===== src/rtl/seq_detect_pkg.sv =====
`default_nettype none
// ============================================================================
//  Module      : seq_detect_pkg
//  Description : Shared defaults and output-mode encodings for the
//                parameterised serial sequence detector.
//  Revision    : 1.0 - initial release
// ============================================================================
package seq_detect_pkg;

  // Default detector geometry
  localparam int         DEF_PAT_W   = 4;
  localparam logic [3:0] DEF_PATTERN = 4'b1101;
  localparam int         DEF_CNT_W   = 8;

  // Output mode selection values for mealy_sel
  localparam logic MODE_MOORE = 1'b0;
  localparam logic MODE_MEALY = 1'b1;

endpackage : seq_detect_pkg
`default_nettype wire


===== src/rtl/sat_counter.sv =====
`default_nettype none
// ============================================================================
//  Module      : sat_counter
//  Description : Up-counter that sticks at its all-ones value instead of
//                wrapping; synchronous clear, asynchronous active-low reset.
//  Revision    : 1.0 - initial release
// ============================================================================
module sat_counter #(
  parameter int W = 8
) (
  input  logic         clk,
  input  logic         rst,
  input  logic         clr,
  input  logic         inc,
  output logic [W-1:0] cnt
);

  localparam logic [W-1:0] c_max = '1;

  logic [W-1:0] r_cnt;

  // Count increments, hold at the maximum, clear has priority over inc
  always_ff @(posedge clk or negedge rst) begin
    if (!rst) begin
      r_cnt <= '0;
    end else if (clr) begin
      r_cnt <= '0;
    end else if (inc && (r_cnt != c_max)) begin
      r_cnt <= r_cnt + 1'b1;
    end
  end

  assign cnt = r_cnt;

endmodule : sat_counter
`default_nettype wire


===== src/rtl/seq_detect_param.sv =====
`default_nettype none
// ============================================================================
//  Module      : seq_detect_param
//  Description : Serial pattern detector with selectable overlapping or
//                non-overlapping matching, Mealy/Moore output selection and
//                a saturating match counter.
//  Revision    : 1.0 - initial release
// ============================================================================
module seq_detect_param
  import seq_detect_pkg::*;
#(
  parameter int               PAT_W   = DEF_PAT_W,
  parameter logic [PAT_W-1:0] PATTERN = PAT_W'(DEF_PATTERN),
  parameter int               OVERLAP = 1,
  parameter int               CNT_W   = DEF_CNT_W
) (
  input  logic             clk,
  input  logic             rst,
  input  logic             en,
  input  logic             in,
  input  logic             clr,
  input  logic             mealy_sel,
  output logic             out,
  output logic [PAT_W-1:0] hist,
  output logic [CNT_W-1:0] match_cnt
);

  // fill must be able to represent PAT_W itself
  localparam int               FILL_W     = $clog2(PAT_W + 1);
  localparam logic [FILL_W-1:0] c_fill_max = FILL_W'(PAT_W);
  localparam logic [FILL_W-1:0] c_fill_arm = FILL_W'(PAT_W - 1);

  logic [PAT_W-1:0]  r_hist;
  logic [FILL_W-1:0] r_fill;
  logic              r_out_q;

  logic [PAT_W-1:0]  w_window;
  logic              w_armed;
  logic              w_hit;

  // Candidate window: the stored bits plus the bit being offered this cycle.
  // A hit needs PAT_W-1 valid stored bits so the window is fully genuine.
  assign w_window = {r_hist[PAT_W-2:0], in};
  assign w_armed  = (r_fill >= c_fill_arm);
  assign w_hit    = en & ~clr & w_armed & (w_window == PATTERN);

  // History shift register and valid-bit fill tracking
  always_ff @(posedge clk or negedge rst) begin
    if (!rst) begin
      r_hist <= '0;
      r_fill <= '0;
    end else if (clr) begin
      r_hist <= '0;
      r_fill <= '0;
    end else if (en) begin
      r_hist <= w_window;
      // Non-overlapping mode restarts the fill so the matched bits are not reused
      if (w_hit && (OVERLAP == 0)) begin
        r_fill <= '0;
      end else if (r_fill != c_fill_max) begin
        r_fill <= r_fill + 1'b1;
      end
    end
  end

  // Registered copy of hit, giving a one-cycle-late pulse for Moore mode
  always_ff @(posedge clk or negedge rst) begin
    if (!rst) begin
      r_out_q <= 1'b0;
    end else if (clr) begin
      r_out_q <= 1'b0;
    end else begin
      r_out_q <= w_hit;
    end
  end

  sat_counter #(
    .W (CNT_W)
  ) u_sat_counter (
    .clk (clk),
    .rst (rst),
    .clr (clr),
    .inc (w_hit),
    .cnt (match_cnt)
  );

  // Mode select only steers the output; fill is zero during reset so hit is too
  assign out  = (mealy_sel == MODE_MEALY) ? w_hit : r_out_q;
  assign hist = r_hist;

endmodule : seq_detect_param
`default_nettype wire

===== config.mk =====
export PLATFORM = sky130hd
export DESIGN_NAME = seq_detect_param
export DESIGN_NICKNAME = d
export VERILOG_FILES = /design/src/rtl/seq_detect_pkg.sv /design/src/rtl/sat_counter.sv /design/src/rtl/seq_detect_param.sv
export SDC_FILE = /design/constraint.sdc
export NUM_CORES = 1
export LEC_CHECK = 0
export BUFFER_PORTS_ARGS = -buffer_cell sky130_fd_sc_hd__buf_2
export CAP_MARGIN = 20
export CORE_ASPECT_RATIO = 1.25
export CORE_UTILIZATION = 30
export DETAILED_ROUTE_END_ITERATION = 6
export GPL_TIMING_DRIVEN = 1
export PLACE_DENSITY = 0.47
export REMOVE_ABC_BUFFERS = 1
export SYNTH_ARGS = -nofsm -noshare
export SYNTH_HDL_FRONTEND = slang
export SYNTH_SLANG_ARGS = --single-unit

===== constraint.sdc =====
create_clock -name clk -period 2.7 [get_ports clk]
set_input_delay 0.27 -clock clk [delete_from_list [all_inputs] [get_ports clk]]
set_output_delay 0.27 -clock clk [all_outputs]
set_load 0.005 [all_outputs]

# == After elaboration in Yosys (flattened, before gate mapping) ==
# Index checks and enable logic that the tools add are counted.
# totals
register_bits,16
inputBits,6
output_inout_bits,13
elab_cells,28
# op_classes
add_sub_neg,2
order_cmp,1
eq_ne,3
muxes,9
n_bitwise,4
reduce_logical,5
# ops
op,count
two-way mux 8 bit,2
two-way mux 3 bit,3
adder 8 x 1 -> 8 bit (second input constant),1
two-way mux 4 bit,2
inequality test 8 bit (second input constant),1
nonzero test 2 bit,3
== test 4 bit (second input constant),1
adder 3 x 1 -> 3 bit (second input constant),1
bitwise AND 1 bit,3
>= comparator 3 x 2 -> 1 bit (second input constant),1
inequality test 3 bit (second input constant),1
two-way mux 1 bit,2
AND reduction 2 bit,1
logical AND 1 bit,1
NOT 1 bit,1

# == Depth between registers and ports, before layout ==
# Gate-level depths: netlist of run 1.
# depth
word_depth,7
depth_mapped,9
mapped_depth_nobuf,7

# == Cells and area by module ==
# Synthesis of run 1 repeated with hierarchy kept, for this count alone.
# unflattened
hier_cells,87
hier_area_um2,908.4
# by_module_without_submodules
module,instances,cells_each,area_each_um2,seq_area_each_um2
sat_counter,1,49,464.2,200.2
seq_detect_param,1,38,444.2,200.2

# == Worst setup path after synthesis of run 1 ==
# OpenSTA, ideal clock, no wires.
# synth_path
path_type,register to register
start,register r_fill[0]
end,register u_sat_counter.r_cnt[5] (netlist: u_sat_counter.cnt[5])
setup_time_ps,125
t_arrival_ps,1846
required_time_ps,2575
setup_slack_ps,730
stages_incl_launch_ff,8
period_less_slack_ps,1970
path_cell_list,dfrtp_1 > ha_1 > ha_1 > a211oi_1 > or4_1 > buf_2 > nor4_1 > mux2_2
# synth_between
elab_chain_len,5
# synth_rtl
element,line,rtl
"start, declared",seq_detect_param.sv:34,logic [FILL_W-1:0] r_fill;
"start signal, assigned",seq_detect_param.sv:61,r_fill <= r_fill + 1'b1;
>= comparator 3 x 2 -> 1 bit,seq_detect_param.sv:44,assign w_armed = (r_fill >= c_fill_arm);
bitwise AND 1 bit (2 in a row),seq_detect_param.sv:45,assign w_hit = en & ~clr & w_armed & (w_window == PATTERN);
logical AND 1 bit,sat_counter.sv:28,end else if (inc && (r_cnt != c_max)) begin
nonzero test 2 bit (no source line),--,
"end signal, assigned",sat_counter.sv:29,r_cnt <= r_cnt + 1'b1;
"end, declared",sat_counter.sv:20,logic [W-1:0] r_cnt;
# Every way passes these cells.
# A chain may end at the register's enable or synchronous reset.

# == Worst setup path after layout of run 1 ==
# layout_path
start,register r_fill[0]
end,output out
# layout_between
elab_chain_len,4
# layout_rtl
element,line,rtl
>= comparator 3 x 2 -> 1 bit,seq_detect_param.sv:44,
bitwise AND 1 bit (2 in a row),seq_detect_param.sv:45,
two-way mux 1 bit,seq_detect_param.sv:88,assign out = (mealy_sel == MODE_MEALY) ? w_hit : r_out_q;
"end, declared",seq_detect_param.sv:23,"output logic out,"
# Every way passes these cells.

==> results of run 1 <==
## synthesized netlist by cell type, drive strengths merged
cell and instances:
clkbuf 2, nand3b 1, a21oi 9, ha 4, nand3 4, o21ai 3, o31ai 3, mux2 2
mux2i 3, nor2 8, xnor2 1, a211oi 1, o41ai 2, or4 5, nand2b 3, a21boi 1
nor4 1, or3 1, dfrtp 16, buf 4, o311ai 1, nor2b 1, nand2 4, nand4 1
inv 7
## repair_timing
action	in CTS	in global routing
resized for setup	0	1
setup endpoints to repair	0	1
hold buffers	1	0
endpoints found under the hold margin	16	0
## power breakdown
group | internal (mW) | switching, mW | leakage, nW | total [mW]
registers | 0.245 | 0.00515 | 0.221 | 0.250
logic | 0.0156 | 0.0214 | 0.233 | 0.0370
clock network | 0.0820 | 0.0768 | 0.0210 | 0.159
## state kept, by name (all words and copies together), names as in the netlist
name,flops
u_sat_counter.cnt,8
r_fill,3
hist,4
r_out_q,1
## stage by stage
step	utilization, %	instances
global placement	35.4	134
floorplan	-	82
finish	37.3	139
detailed placement	35.4	134
global route	37.3	139
CTS	37.1	139
## layer usage
layer	vias up	part of all wire (%)	track usage, %
li1	350	-	-
met1	361	44	17.0
met2	20	50	21.8
met3	2	4.6	2.47
met4	0	0.98	6.94
met5	-	0	0
## cells by family (layout without fill, tap and decap cells)
logic type | Yosys count | count (layout) | synth area share [%]
fa+ha+maj | 4 | 4 | 5.89
mux | 5 | 5 | 6.19
buf+inv | 13 | 30 | 7.07
xor+xnor | 1 | 1 | 1.03
simple gates | 29 | 29 | 18.1
flops | 16 | 16 | 47.1
compound gates | 20 | 20 | 14.6
## cell type report
class	instances	area, um2
timing repair buffer	19	100
tap	34	42.5
sequential	16	400
clock buffer	4	36.3
multi-input combinational	59	393
fill	292	1680
inverter	7	26.3
## final timing paths
kind | endpoint | cells after the start | slack (ps) | start
max | out | 7 | 270 | r_fill[0]
min | hist[0] | 3 | 250 | in
max reg2reg | u_sat_counter.cnt[5] | 6 | 540 | r_fill[0]
min reg2reg | hist[3] | 2 | 540 | hist[3]
max in group asynchronous | r_fill[1] | 2 | 2010 | rst
min in group asynchronous | r_fill[2] | 2 | 430 | rst
## critical path, cell delays in order, from the launching register on
cell and delay (ps):
dfrtp_1 420, ha_1 230, ha_1 190, a211oi_1 310
or4_4 270, inv_1 90, mux2_2 260, buf_2 120
==> flow_metrics.tcl, run 1 <==
set metrics [dict create \
    clk_path_buf_depth 2 \
    hold_viol 0 \
    relSlewSlack_pct 59.3 \
    place_hpwl_um 1240 \
    slew_viol_final 0 \
    power_mw 0.446 \
    start_kind "flip-flop" \
    most-common-layout-cells "buf_2 (18), dfrtp_1 (16), a21oi_1 (9), nor2_1 (8), inv_1 (7)" \
    cts_max_level 1 \
    die_area_um2 3050 \
    wl_um 1730 \
    dieWidth_um 49.6 \
    setup_viol 0 \
    max_clock_freq_mhz 411 \
    detail_route.wl_per_cell_um 12.4 \
    crit_arrival_ps 2160 \
    maxCapViolations 0 \
    finalClockSkew_ps 8.62 \
    pre_cts_slack_ps 368 \
    path_class "reg -> out" \
    power_density_nw_per_um2 446 \
    ios 19 \
    end_kind "output pin" \
    start_util_pct 31.7 \
    setup_tns_ps 0 \
    grt_pass1_vias 662 \
    clk_latency_ps 280 \
    yosys.area.top_type "dfrtp_1" \
    yosysSeqAreaShare_pct 47.1 \
    synthTopCellsByArea "dfrtp_1 (47%), ha_1 (5.9%), a21oi_1 (5.3%), or4_1 (4.4%), mux2i_1 (3.5%)" \
    area_growth_pct 17.5 \
    drtIter0Drc 27 \
    rows 21 \
    die_h_um 61.5 \
    cts_sinks 16 \
    vias_per_cell 5.27 \
    synth_seq_cells 16 \
    crit_path_max_fanout 15 \
    vias 733 \
    clk_pin_slew_ps 100 \
    synth_top_area_share_pct 47.1 \
    track_usage_pct 13.3 \
    leakage_nw 0.476 \
    required_ps 2430 \
    vdd_drop_max_mv 0.217 \
    cts_root_buffer "clkbuf_4" \
    final_area_um2 998 \
    post-cts-setup-buffers 0 \
    synthCells 88 \
    placed_area_um2 948 \
    numPortBuffers 18 \
    grt_max_degree 18 \
    whs_ps 252 \
    ys_types 26 \
    grt_overflow_total 0 \
    drcViolationCount 0 \
    antenna_found_initial 0 \
    diodes 0 \
    cts_made_buffers 3 \
    yosysWarnings 0 \
    layout.nets 116 \
    cts_tree "done" \
    grt_pass1_wl_um 3060 \
    gp_congestion 0.728 \
    synth.avg_cell_area_um2 9.65 \
    min_period_ps 2430 \
    drive_above_1_share_pct 23.8 \
    min_path_type "in -> reg" \
    rsz0062_at_grt "no" \
    drt_pre_antenna_iters 4 \
    worst_slew_pin_slew_ps 609 \
    fin_crit_sh_pct 90.1 \
    ant_nets 0 \
    status "complete, no violations" \
    layout_commonest_cell "buf_2" \
    setup_slack_ps 267 \
    syn-cell-area_um2 850 \
    core_um2 2680 \
]
(Power assumes the default switching activity.)
==> run 2, diff against run 1 <==
--- a/config.mk
+++ b/config.mk
@@ -12,7 +12,6 @@
 export DETAILED_ROUTE_END_ITERATION = 6
 export GPL_TIMING_DRIVEN = 1
 export PLACE_DENSITY = 0.47
-export REMOVE_ABC_BUFFERS = 1
 export SYNTH_ARGS = -nofsm -noshare
 export SYNTH_HDL_FRONTEND = slang
 export SYNTH_SLANG_ARGS = --single-unit
==> constraint.sdc (replaced) <==
create_clock -name clk -period 2.7 [get_ports clk]
set_input_delay 0.54 -clock clk [delete_from_list [all_inputs] [get_ports clk]]
set_output_delay 0.54 -clock clk [all_outputs]
set_load 0.005 [all_outputs]
==> flow_metrics.tcl, run 2 (same netlist as run 1, synthesis figures left out) <==
set metrics [dict create \
    clk_pin_slew_ps 100 \
    dieWidth_um 49.6 \
    finalClockSkew_ps 3.99 \
    layout_commonest_cell "buf_2" \
    post-route-util_pct 37.6 \
    rows 21 \
    crit_end "out" \
    min_period_ps 2510 \
    drt_pre_antenna_iters 4 \
    die_area_um2 3050 \
    detail_route.wl_per_cell_um 13.2 \
    end_kind "output pin" \
    dpl.cell_count 136 \
    numPortBuffers 18 \
    cts_sinks 16 \
    maxCapViolations 0 \
    place_hpwl_um 1280 \
    ios 19 \
    grt_pass1_wl_um 3040 \
    r2r_setup_slack_ps 510 \
    power_density_nw_per_um2 446 \
    clk_path_buf_depth 2 \
    die_h_um 61.5 \
    grt_pass1_vias 641 \
    cts_tree "done" \
    setup_viol 0 \
    antenna_found_initial 0 \
    core_um2 2680 \
    leakage_nw 0.481 \
    wl_um 1850 \
    max_clock_freq_mhz 399 \
    fin_cells 140 \
    ant_nets 0 \
    most-common-layout-cells "buf_2 (18), dfrtp_1 (16), a21oi_1 (9), nor2_1 (8), inv_1 (7)" \
    syn-num-nets 98 \
    crit_path_start "r_fill[0]" \
    ff2ff_path_depth 7 \
    rsz0062_at_grt "no" \
    cts_hold_buf 0 \
    grt_overflow_total 0 \
    setup_tns_ps 0 \
    gp_congestion 0.755 \
    relSlewSlack_pct 63.6 \
    drtIter0Drc 19 \
    track_usage_pct 13.3 \
    slew_viol_final 0 \
    required_ps 2160 \
    drive_above_1_share_pct 26.4 \
    crit_path_max_fanout 6 \
    r2r_end "u_sat_counter.cnt[3]" \
    status "complete, no violations" \
    vias 707 \
    worst_slew_pin_slew_ps 545 \
    hold_viol 0 \
    fin_crit_sh_pct 92.9 \
    cts_root_buffer "clkbuf_4" \
    largest_reg_flops 8 \
    area_growth_pct 18.7 \
    layout.nets 117 \
    cts_max_level 1 \
    grt_max_degree 17 \
    cts_resized 0 \
    post-cts-setup-buffers 0 \
    vdd_drop_max_mv 0.170 \
    clk_latency_ps 280 \
    diodes 0 \
    crit_arrival_ps 1970 \
    drcViolationCount 0 \
    cts_made_buffers 3 \
    path_class "reg -> out" \
    nFillCells 296 \
    vias_per_cell 5.05 \
    start_kind "flip-flop" \
    start_util_pct 31.7 \
    min_path_type "in -> async" \
    reg2reg_from "r_fill[0]" \
]
==> run 2: cell count changes in the layout (fill, tap and decap cells not counted), sizes merged <==
cell         before  now
dlygate4sd3       1    0
buf              18   20
==> run 2: worst min-delay path by stage <==
stage / slack (ps) / to / startpoint
2_1_floorplan: 240 / hist[0] / rst
3_3_place_gp: 480 / r_fill[0] / rst
3_5_place_dp: 480 / r_fill[0] / rst
4_1_cts: 160 / r_fill[0] / rst
5_1_grt: 180 / r_fill[0] / rst
6_report: 160 / r_fill[0] / rst
==> run 2: worst max-delay path, stage by stage (launching register included) <==
cell      delay [ps]
dfrtp_1          440
ha_1             220
ha_1             180
a211oi_2         220
or4_4            190
inv_1             60
mux2_2           250
buf_2            120
==> run 2: stage by stage <==
step	setup WS, ps	hold WS, ps	area, um2	power [mW]
finish	191	160	1010	0.449
global route	48.9	179	1010	0.476
CTS	33.9	158	1000	0.460
detailed placement	338	485	963	0.294
global placement	376	484	963	0.293
floorplan	378	244	850	0.278
==> run 2: report_power, final <==
part	internal (mW)	switching, mW
combinational	0.0165	0.0225
sequential	0.245	0.00593
clock	0.0820	0.0777
==> run 2: routing by layer <==
metal  wire (um)  track usage [%]  vias to the layer above
met5           0                0                        -
met4          10             6.12                        0
met3          71             2.22                        2
met2         852             21.0                       17
met1         911             17.9                      338
li1            -                -                      350
==> run 2: final cells by class <==
| class | count | area, um2 | area share, % |
|---|---|---|---|
| Sequential cell | 16 | 400 | 39.7 |
| Multi-Input combinational cell | 59 | 398 | 39.5 |
| Timing Repair Buffer | 20 | 105 | 10.4 |
| Tap cell | 34 | 42.5 | 4.22 |
| Clock buffer | 4 | 36.3 | 3.60 |
| Inverter | 7 | 26.3 | 2.61 |
